File: config.mk
export PLATFORM = sky130hd
export DESIGN_NAME = i2c_script_seq_flat
export DESIGN_NICKNAME = d
export VERILOG_FILES = /design/src/rtl/i2c_script_seq_if.sv /design/src/rtl/i2c_script_seq.sv /design/src/flat_wrapper.sv
export SDC_FILE = /design/constraint.sdc
export NUM_CORES = 1
export LEC_CHECK = 0
export CAP_MARGIN = 0
export CORE_MARGIN = 10
export CORE_UTILIZATION = 37
export CTS_CLUSTER_SIZE = 24
export DETAILED_ROUTE_END_ITERATION = 8
export HOLD_SLACK_MARGIN = 0.05
export PLACE_DENSITY = 0.68
export SYNTH_ARGS = -nofsm -noshare
export SYNTH_HDL_FRONTEND = slang
export SYNTH_SLANG_ARGS = --single-unit
File: constraint.sdc
create_clock -name clk -period 3.9 [get_ports clk]
set_input_delay 0.39 -clock clk [delete_from_list [all_inputs] [get_ports clk]]
set_output_delay 0.39 -clock clk [all_outputs]
set_load 0.1 [all_outputs]
File: src/rtl/i2c_script_seq_if.sv
`default_nettype none
// ============================================================================
// Module      : i2c_script_seq_if
// Description : Command/response port between the script sequencer and a
//               byte-level I2C master.
// Revision    : 1.0 - initial release
// ============================================================================
interface i2c_script_seq_if;
    logic       cmd_valid;
    logic       cmd_ready;
    logic [2:0] cmd_op;
    logic [7:0] cmd_data;
    logic       rsp_valid;
    logic       rsp_nack;
    logic [7:0] rsp_data;

    modport master (
        output cmd_valid, cmd_op, cmd_data,
        input  cmd_ready, rsp_valid, rsp_nack, rsp_data
    );

    modport slave (
        input  cmd_valid, cmd_op, cmd_data,
        output cmd_ready, rsp_valid, rsp_nack, rsp_data
    );
endinterface
`default_nettype wire

File: src/rtl/i2c_script_seq.sv
`default_nettype none
// ============================================================================
// Module      : i2c_script_seq
// Description : Runs 9-bit I2C command scripts from a sync-read ROM and drives
//               a byte-level I2C master. Optional macro: I2CSEQ_WATCHDOG_EN.
// Revision    : 1.0 - initial release
// ============================================================================
module i2c_script_seq #(
    parameter int AW          = 9,
    parameter int DELAY_TICKS = 50000,
    parameter int WDOG_TICKS  = 200000
) (
    input  wire              clk,
    input  wire              reset_n,
    input  wire              start,
    input  wire  [AW-1:0]    start_addr,
    output logic             busy,
    output logic             done,
    output logic             error,
    output logic [AW-1:0]    rom_ad,
    output logic             rom_ce,
    output logic             rom_oce,
    input  wire  [8:0]       rom_dout,
    i2c_script_seq_if.master i2c,
    output logic             rd_valid,
    output logic [7:0]       rd_data,
    output logic [5:0]       rd_index
);

    localparam logic [2:0] c_OP_START = 3'd0;
    localparam logic [2:0] c_OP_STOP  = 3'd1;
    localparam logic [2:0] c_OP_WRITE = 3'd2;
    localparam logic [2:0] c_OP_RDACK = 3'd3;
    localparam logic [2:0] c_OP_RDNAK = 3'd4;

    typedef enum logic [3:0] {
        S_IDLE    = 4'd0,
        S_FETCH   = 4'd1,
        S_ROMWAIT = 4'd2,
        S_DECODE  = 4'd3,
        S_ISSUE   = 4'd4,
        S_RSP     = 4'd5,
        S_DELAY   = 4'd6,
        S_DONE    = 4'd7,
        S_ERR     = 4'd8
    } state_t;

    state_t        r_state, w_next;
    logic [AW-1:0] r_ptr;
    logic          r_wrap;
    logic [8:0]    r_word;
    logic [2:0]    r_cmd_op;
    logic [7:0]    r_cmd_data;
    logic          r_nack_stop;
    logic [31:0]   r_dly_cnt;
    logic          r_rd_valid;
    logic [7:0]    r_rd_data;
    logic [5:0]    r_rd_index;
    logic          w_wdog_expired;
    logic          w_is_read;

    assign w_is_read = (r_cmd_op == c_OP_RDACK) || (r_cmd_op == c_OP_RDNAK);

`ifdef I2CSEQ_WATCHDOG_EN
    logic [31:0] r_wdog;

    always_ff @(posedge clk) begin
        if (!reset_n || r_state != S_RSP) begin
            r_wdog <= 32'd0;
        end else begin
            r_wdog <= r_wdog + 32'd1;
        end
    end

    assign w_wdog_expired = (r_state == S_RSP) && (r_wdog == 32'(WDOG_TICKS - 1));
`else
    assign w_wdog_expired = 1'b0;
`endif

    always_ff @(posedge clk) begin
        if (!reset_n) begin
            r_state <= S_IDLE;
        end else begin
            r_state <= w_next;
        end
    end

    always_comb begin
        w_next = r_state;
        case (r_state)
            S_IDLE:    if (start) w_next = S_FETCH;
            // A pointer that wrapped past the top of the ROM never refetches word 0
            S_FETCH:   w_next = r_wrap ? S_ERR : S_ROMWAIT;
            S_ROMWAIT: w_next = S_DECODE;
            S_DECODE: begin
                if (!r_word[8]) begin
                    w_next = S_ISSUE;
                end else begin
                    case (r_word[7:6])
                        2'b00: begin
                            case (r_word[1:0])
                                2'd0:    w_next = S_FETCH;
                                2'd3:    w_next = S_DONE;
                                default: w_next = S_ISSUE;
                            endcase
                        end
                        2'b01:   w_next = S_ISSUE;
                        2'b10:   w_next = (r_word[5:0] == 6'd0) ? S_FETCH : S_DELAY;
                        default: w_next = S_ERR;
                    endcase
                end
            end
            S_ISSUE:   if (i2c.cmd_ready) w_next = S_RSP;
            S_RSP: begin
                if (i2c.rsp_valid) begin
                    if (r_nack_stop) begin
                        w_next = S_ERR;
                    end else if (r_cmd_op == c_OP_WRITE && i2c.rsp_nack) begin
                        w_next = S_ISSUE;
                    end else begin
                        w_next = S_FETCH;
                    end
                end else if (w_wdog_expired) begin
                    w_next = S_ERR;
                end
            end
            S_DELAY:   if (r_dly_cnt == 32'd0) w_next = S_FETCH;
            S_DONE:    w_next = S_IDLE;
            S_ERR:     w_next = S_IDLE;
            default:   w_next = S_IDLE;
        endcase
    end

    always_ff @(posedge clk) begin
        if (!reset_n) begin
            r_ptr       <= '0;
            r_wrap      <= 1'b0;
            r_word      <= 9'd0;
            r_cmd_op    <= 3'd0;
            r_cmd_data  <= 8'd0;
            r_nack_stop <= 1'b0;
            r_dly_cnt   <= 32'd0;
            r_rd_valid  <= 1'b0;
            r_rd_data   <= 8'd0;
            r_rd_index  <= 6'd0;
        end else begin
            r_rd_valid <= 1'b0;
            if (r_rd_valid) begin
                r_rd_index <= r_rd_index + 6'd1;
            end
            case (r_state)
                S_IDLE: begin
                    if (start) begin
                        r_ptr       <= start_addr;
                        r_wrap      <= 1'b0;
                        r_nack_stop <= 1'b0;
                        r_rd_index  <= 6'd0;
                    end
                end
                S_ROMWAIT: r_word <= rom_dout;
                S_DECODE: begin
                    r_ptr      <= r_ptr + AW'(1);
                    r_wrap     <= &r_ptr;
                    r_cmd_data <= 8'd0;
                    if (!r_word[8]) begin
                        r_cmd_op   <= c_OP_WRITE;
                        r_cmd_data <= r_word[7:0];
                    end else if (r_word[7:6] == 2'b00) begin
                        r_cmd_op <= (r_word[1:0] == 2'd2) ? c_OP_STOP : c_OP_START;
                    end else if (r_word[7:6] == 2'b01) begin
                        r_cmd_op <= r_word[5] ? c_OP_RDNAK : c_OP_RDACK;
                    end
                    r_dly_cnt <= 32'(r_word[5:0]) * 32'(DELAY_TICKS) - 32'd1;
                end
                S_RSP: begin
                    if (i2c.rsp_valid) begin
                        // A NACKed write is followed by a STOP before the abort
                        if (!r_nack_stop && r_cmd_op == c_OP_WRITE && i2c.rsp_nack) begin
                            r_nack_stop <= 1'b1;
                            r_cmd_op    <= c_OP_STOP;
                            r_cmd_data  <= 8'd0;
                        end
                        if (w_is_read) begin
                            r_rd_valid <= 1'b1;
                            r_rd_data  <= i2c.rsp_data;
                        end
                    end
                end
                S_DELAY: r_dly_cnt <= r_dly_cnt - 32'd1;
                default: ;
            endcase
        end
    end

    assign busy          = (r_state != S_IDLE) && (r_state != S_DONE) && (r_state != S_ERR);
    assign done          = (r_state == S_DONE);
    assign error         = (r_state == S_ERR);
    assign rom_ad        = r_ptr;
    assign rom_ce        = (r_state == S_FETCH) && !r_wrap;
    assign rom_oce       = 1'b1;
    assign i2c.cmd_valid = (r_state == S_ISSUE);
    assign i2c.cmd_op    = r_cmd_op;
    assign i2c.cmd_data  = r_cmd_data;
    assign rd_valid      = r_rd_valid;
    assign rd_data       = r_rd_data;
    assign rd_index      = r_rd_index;

endmodule
`default_nettype wire
File: src/flat_wrapper.sv
// flat-port wrapper written by rule: the top's interface ports become plain ports
module i2c_script_seq_flat 
#(
    parameter int AW          = 9,
    parameter int DELAY_TICKS = 50000,
    parameter int WDOG_TICKS  = 200000
)
  (clk, reset_n, start, start_addr, busy, done, error, rom_ad, rom_ce, rom_oce, rom_dout, rd_valid, rd_data, rd_index, i2c_cmd_valid, i2c_cmd_op, i2c_cmd_data, i2c_cmd_ready, i2c_rsp_valid, i2c_rsp_nack, i2c_rsp_data);
  i2c_script_seq_if i2c_i ();
  input  wire clk;
  input  wire reset_n;
  input  wire start;
  input  wire  [AW-1:0] start_addr;
  output logic busy;
  output logic done;
  output logic error;
  output logic [AW-1:0] rom_ad;
  output logic rom_ce;
  output logic rom_oce;
  input  wire  [8:0] rom_dout;
  output logic rd_valid;
  output logic [7:0] rd_data;
  output logic [5:0] rd_index;
  output wire logic [$bits(i2c_i.cmd_valid)-1:0] i2c_cmd_valid;
  output wire logic [$bits(i2c_i.cmd_op)-1:0] i2c_cmd_op;
  output wire logic [$bits(i2c_i.cmd_data)-1:0] i2c_cmd_data;
  input wire logic [$bits(i2c_i.cmd_ready)-1:0] i2c_cmd_ready;
  input wire logic [$bits(i2c_i.rsp_valid)-1:0] i2c_rsp_valid;
  input wire logic [$bits(i2c_i.rsp_nack)-1:0] i2c_rsp_nack;
  input wire logic [$bits(i2c_i.rsp_data)-1:0] i2c_rsp_data;
  assign i2c_cmd_valid = i2c_i.cmd_valid;
  assign i2c_cmd_op = i2c_i.cmd_op;
  assign i2c_cmd_data = i2c_i.cmd_data;
  assign i2c_i.cmd_ready = i2c_cmd_ready;
  assign i2c_i.rsp_valid = i2c_rsp_valid;
  assign i2c_i.rsp_nack = i2c_rsp_nack;
  assign i2c_i.rsp_data = i2c_rsp_data;
  i2c_script_seq #(.AW(AW), .DELAY_TICKS(DELAY_TICKS), .WDOG_TICKS(WDOG_TICKS)) u_core (.clk(clk), .reset_n(reset_n), .start(start), .start_addr(start_addr), .busy(busy), .done(done), .error(error), .rom_ad(rom_ad), .rom_ce(rom_ce), .rom_oce(rom_oce), .rom_dout(rom_dout), .i2c(i2c_i), .rd_valid(rd_valid), .rd_data(rd_data), .rd_index(rd_index));
endmodule
# Word-level counts from Yosys, hierarchy flattened
# Index checks and enable logic that the tools add are counted.
# totals
regBits	82
in_bits	32
output_inout_bits	41
wordCells	102
# op_classes
n_addsub	4
n_mul	1
n_eq_ne	23
muxes	36
n_reduce_logical	27
# ops
operator	count
$pmux 32 s2	1
$logic_not 32->1	1
$sub 32x1->32 const B	1
$mux 4	7
$pmux 4 s7	1
$mux 3	8
$mux 8	3
$sub 22x1->23 const B	1
$mul 6x12->18 const B	1
$mux 6	3
$pmux 9 s2	1
$eq 4x3->1 const B	4
$pmux 8 s2	1
$pmux 3 s2	2
$pmux 4 s3	1
$reduce_and 4->1	3
$add 9x1->9 const B	1
$mux 9	1
$reduce_and 3->1	3
$reduce_and 9->1	1
$eq 4x2->1 const B	2
$ne 4x4->1 const B	2
$reduce_bool 2->1	4
$add 6x1->6 const B	1
19 further kinds	37

# Depth between registers and ports, before layout
# logic_depth
depth_word	6
depth_mapped	17
mapped_depth_nobuf	15

# Worst setup path after synthesis
# Ideal clock, no wire load.
# synth_timing
path_type	register -> register
startpoint	register u_core.r_word[0]
endpoint	register u_core.r_dly_cnt[26]
setup_time_ps	95
arrival_ps	4074
t_required_ps	3805
slack_ps	-269
path_stages_with_launch	16
n_path_buf	1
synth_period_minus_slack_ps	4169
cell_sequence	dfxtp_1 inv_1 ha_1 ha_1 fa_1 inv_1 fa_1 nor2b_1 o2111ai_1 a21boi_0 o21ai_0 a31oi_1 nand4_1 or4b_1 buf_2 o311ai_1
# synth_via
elab_chain_cells	3
# synth_rtl
item	line_no	rtl
start: declaration	i2c_script_seq.sv:51	logic [8:0] r_word;
start signal: assignment	i2c_script_seq.sv:160	S_ROMWAIT: r_word <= rom_dout;
$mul 6x12->18	i2c_script_seq.sv:173	r_dly_cnt <= 32'(r_word[5:0]) * 32'(DELAY_TICKS) - 32'd1;
$sub 22x1->23	i2c_script_seq.sv:173	
$pmux 32 s2	i2c_script_seq.sv:151	case (r_state)
end signal: assignment	i2c_script_seq.sv:173	
end signal: assignment	i2c_script_seq.sv:189	S_DELAY: r_dly_cnt <= r_dly_cnt - 32'd1;
end: declaration	i2c_script_seq.sv:55	logic [31:0] r_dly_cnt;
# No other way between the ends.
# A chain may end at the register's enable or synchronous reset.

# Final worst setup path
# layout_timing
startpoint	register u_core.r_word[3]
endpoint	register u_core.r_dly_cnt[26]
# The elaborated chain is that of the path after synthesis.

==> qor.yml <==
synth_edf_count: 0
ys_seq_elements: 82
drive_gt1_frac: 0.1701
critPathRequiredTime_ns: 4.16
worstReg2RegStart: "u_core.r_word[3]"
min_period_ns: 3.988
start_util: 0.3802
power_density_mw_per_mm2: 741.7
cp-end-kind: "flip-flop"
p_leak_nw: 3.062
critPathArrivalTime_ns: 4.24
syn-cell-area_mm2: 0.005547
cts_buffers: 9
fp.dieH_um: 142.4
syn2layout_area_growth_pct: 35.19
clkLatencyLatePin_ns: 0.35
vias: 5414
min_path_type: "reg2reg"
syn_nets: 789
dp_worst_setup_slack_ns: -0.07974
clkSinkCount: 82
max_stage_delay_ns: 0.59
grt_overflow: 0
violations: "negative setup slack"
utilization: 0.5140
path_common_cell: "ha_4"
dpl_cell_area_mm2: 0.006830
antenna_found_initial: 0
drt-initial-drc-count: 377
ant_nets: 0
slew_headroom: 0.2146
hold_violations: 0
crit_start: "u_core.r_word[3]"
total_power_w: 0.005562
ys_types: 76
die_w_um: 142.4
cts_tree: "yes"
cp_cell_sequence: "ha_4, ha_4, inv_1, fa_1, inv_2, ha_4, nand2_2, or3_4, a221oi_4, nand2b_4, nor4_4, nand4_1, or4b_4, buf_6, o311ai_1"
root_buffer: "clkbuf_16"
cp-start-kind: "flip-flop"
cts.reportedPaths.clkPinSlew_ns: 0.07
synthArstFlopShare: 0
io_buffers: 71
finalSetupViolations: 10
status: "finished with violations"
fin_worst_skew_ns: 0.006117
place_congestion: 0.8456
final_nets: 907
antennaDiodeCount: 0
htree_num_levels: 3
pin_count: 73
slowest_stage: "or4b_4"
detail_route.first_pass.iterations: 5
ys_warn_count: 0
syn_inst: 706
rsz0062_at_grt: "true"
grt_max_degree: 54
grt_pass1_vias: 4904
synth_area_per_cell_um2: 7.856
crit_type: "reg2reg"
grt_pass1_wl_um: 24180
design_area_mm2: 0.007498
ctsHoldBuffers: 0
ys_seq_area_frac: 0.2960
fillers: 1340
maxSlewViolCount: 0
fmax_mhz: 250.8
hold_slack_ns: 0.4548
timing.final.ws_setup_ns: -0.08767
cts_buffer_depth: 2
dp_hpwl_um: 11280
drv_cap: 0
gr-usage-all-layers: 0.1410
wl_per_cell_um: 14.89
vias_per_cell: 5.345
ys.flop_type: "dfxtp_1"
critPathMaxFanout: 5
peakVddDrop_mv: 0.3269
worst_pin_slew_ns: 1.169
die_area_mm2: 0.02029
wl_um: 15090
rows: 44
holdCritStartpoint: "u_core.i2c.cmd_data[7]"
core_mm2: 0.01459
finalCritPeriodShare: 1.022
drc: 0
-- final cells by class --
type,instances,area [µm²],share of cell area
clock buffers,9,225.2,0.03004
multi-input cells,563,3935,0.5248
flip-flops and latches,82,1655,0.2208
repair buffers,140,1236,0.1649
inverters,28,107.6,0.01435
well taps,184,230.2,0.03070
clock inverters,7,108.9,0.01452
-- timing repair --
| action | in CTS | in global routing |
|---|---|---|
| gates cloned | 0 | 1 |
| resized for setup | 8 | 37 |
| endpoints found under the setup margin | 11 | 13 |
| setup buffers | 2 | 5 |
| pin swaps | 5 | 23 |
-- power by group --
part	internal, W	total [W]	leakage, nW	switching [W]
sequential	0.000988	0.00118	0.668	0.000191
clock	0.000576	0.000968	0.164	0.000392
combinational	0.00143	0.00341	2.23	0.00199
total	0.00299	0.00556	3.06	0.00257
-- final timing paths --
path	to	slack, ns	cells after the start
worst max-delay path	u_core.r_dly_cnt[26]	-0.09	15
worst min register to register	u_core.i2c.cmd_data[7]	0.45	2
worst max register to register	u_core.r_dly_cnt[26]	-0.09	15
worst min-delay path	u_core.i2c.cmd_data[7]	0.45	2
-- metrics by stage --
step	setup TNS (ns)	cells
after CTS	-0.009843	1007
after global placement	-0.06251	989
after detailed placement	-0.4142	989
after global routing	-2.057	1013
after floorplan	-0.01774	706
final	-0.6385	1013
-- cell usage after synthesis, drive strengths merged, types with 4 or more instances --
library cell / n / area share
nand2: 88 / 0.060
dfxtp: 82 / 0.30
nor2: 73 / 0.049
a21oi: 66 / 0.060
ha: 47 / 0.11
o21ai: 38 / 0.034
nand3: 32 / 0.029
inv: 28 / 0.019
clkbuf: 23 / 0.016
nor3: 22 / 0.020
xor2: 17 / 0.027
xnor2: 13 / 0.021
a211oi: 12 / 0.017
mux2i: 12 / 0.022
buf: 10 / 0.011
nand2b: 9 / 0.011
and3: 8 / 0.0090
nor2b: 8 / 0.0090
nor4: 8 / 0.014
a221oi: 7 / 0.015
a31oi: 7 / 0.0079
nand4: 7 / 0.0079
o211ai: 7 / 0.0095
a21o: 6 / 0.0081
a311oi: 6 / 0.0095
or3: 6 / 0.0077
or4: 6 / 0.0081
and2: 5 / 0.0056
fa: 4 / 0.014
nor3b: 4 / 0.0054
-- cells by family (layout without fill, tap and decap cells) --
family          after synthesis  in the layout  share of synthesized area
fa+ha+maj                    51             51                     0.1205
simple gates                285            285                     0.2495
compound gates              183            183                     0.2172
mux                          13             13                    0.02369
buf+inv                      61            184                    0.04511
flops                        82             82                     0.2960
other cells                   1              1                  0.0006761
xor+xnor                     30             30                    0.04737
-- metal layers --
layer	routed length (µm)	GRT usage	up-vias
li1	-	-	2785
met1	6983	0.1836	2536
met2	7388	0.2329	85
met3	596	0.02870	8
met4	116	0.03355	0
met5	0	0	-
-- state kept, by name, summed over array words and instances, names as in the netlist --
name	flops
u_core.r_nack_stop	1
u_core.rd_valid	1
u_core.r_wrap	1
u_core.rom_ad	9
u_core.i2c.cmd_op	3
u_core.rd_data	8
u_core.r_state	4
u_core.rd_index	6
u_core.i2c.cmd_data	8
u_core.r_dly_cnt	32
u_core.r_word	9
-- critical path, delay by kind of cell, from the launching register on --
kind | cells | cell delay [ns]
AND/OR/NAND/NOR | 6 | 1.58
adder cells (fa/ha/maj) | 4 | 1.30
AO/OA/AOI/OAI | 2 | 0.41
flip-flops | 1 | 0.37
buffers and inverters | 3 | 0.24
-- layout by cell type (no fill, tap or decap), drive strengths merged, types with 3 or more instances in the layout --
cell and n:
buf 69, nor4 8, or3 6, o221ai 3, nand3 32, a221oi 7, or4 6, ha 47
clkdlybuf4s50 71, o21ai 38, and2 5, a211oi 12, clkbuf 9, a21oi 66, o31ai 3, nand2b 9
inv 32, nand2 88, fa 4, nor3b 4, xor2 17, nor3 22, a21o 6, a31oi 7
xnor2 13, and3 8, nor2b 8, a311oi 6, mux2i 12, o2111ai 3, nand4 7, dfxtp 82
nor2 73, o211ai 7
Note: power is estimated with default switching activity, not from simulation.
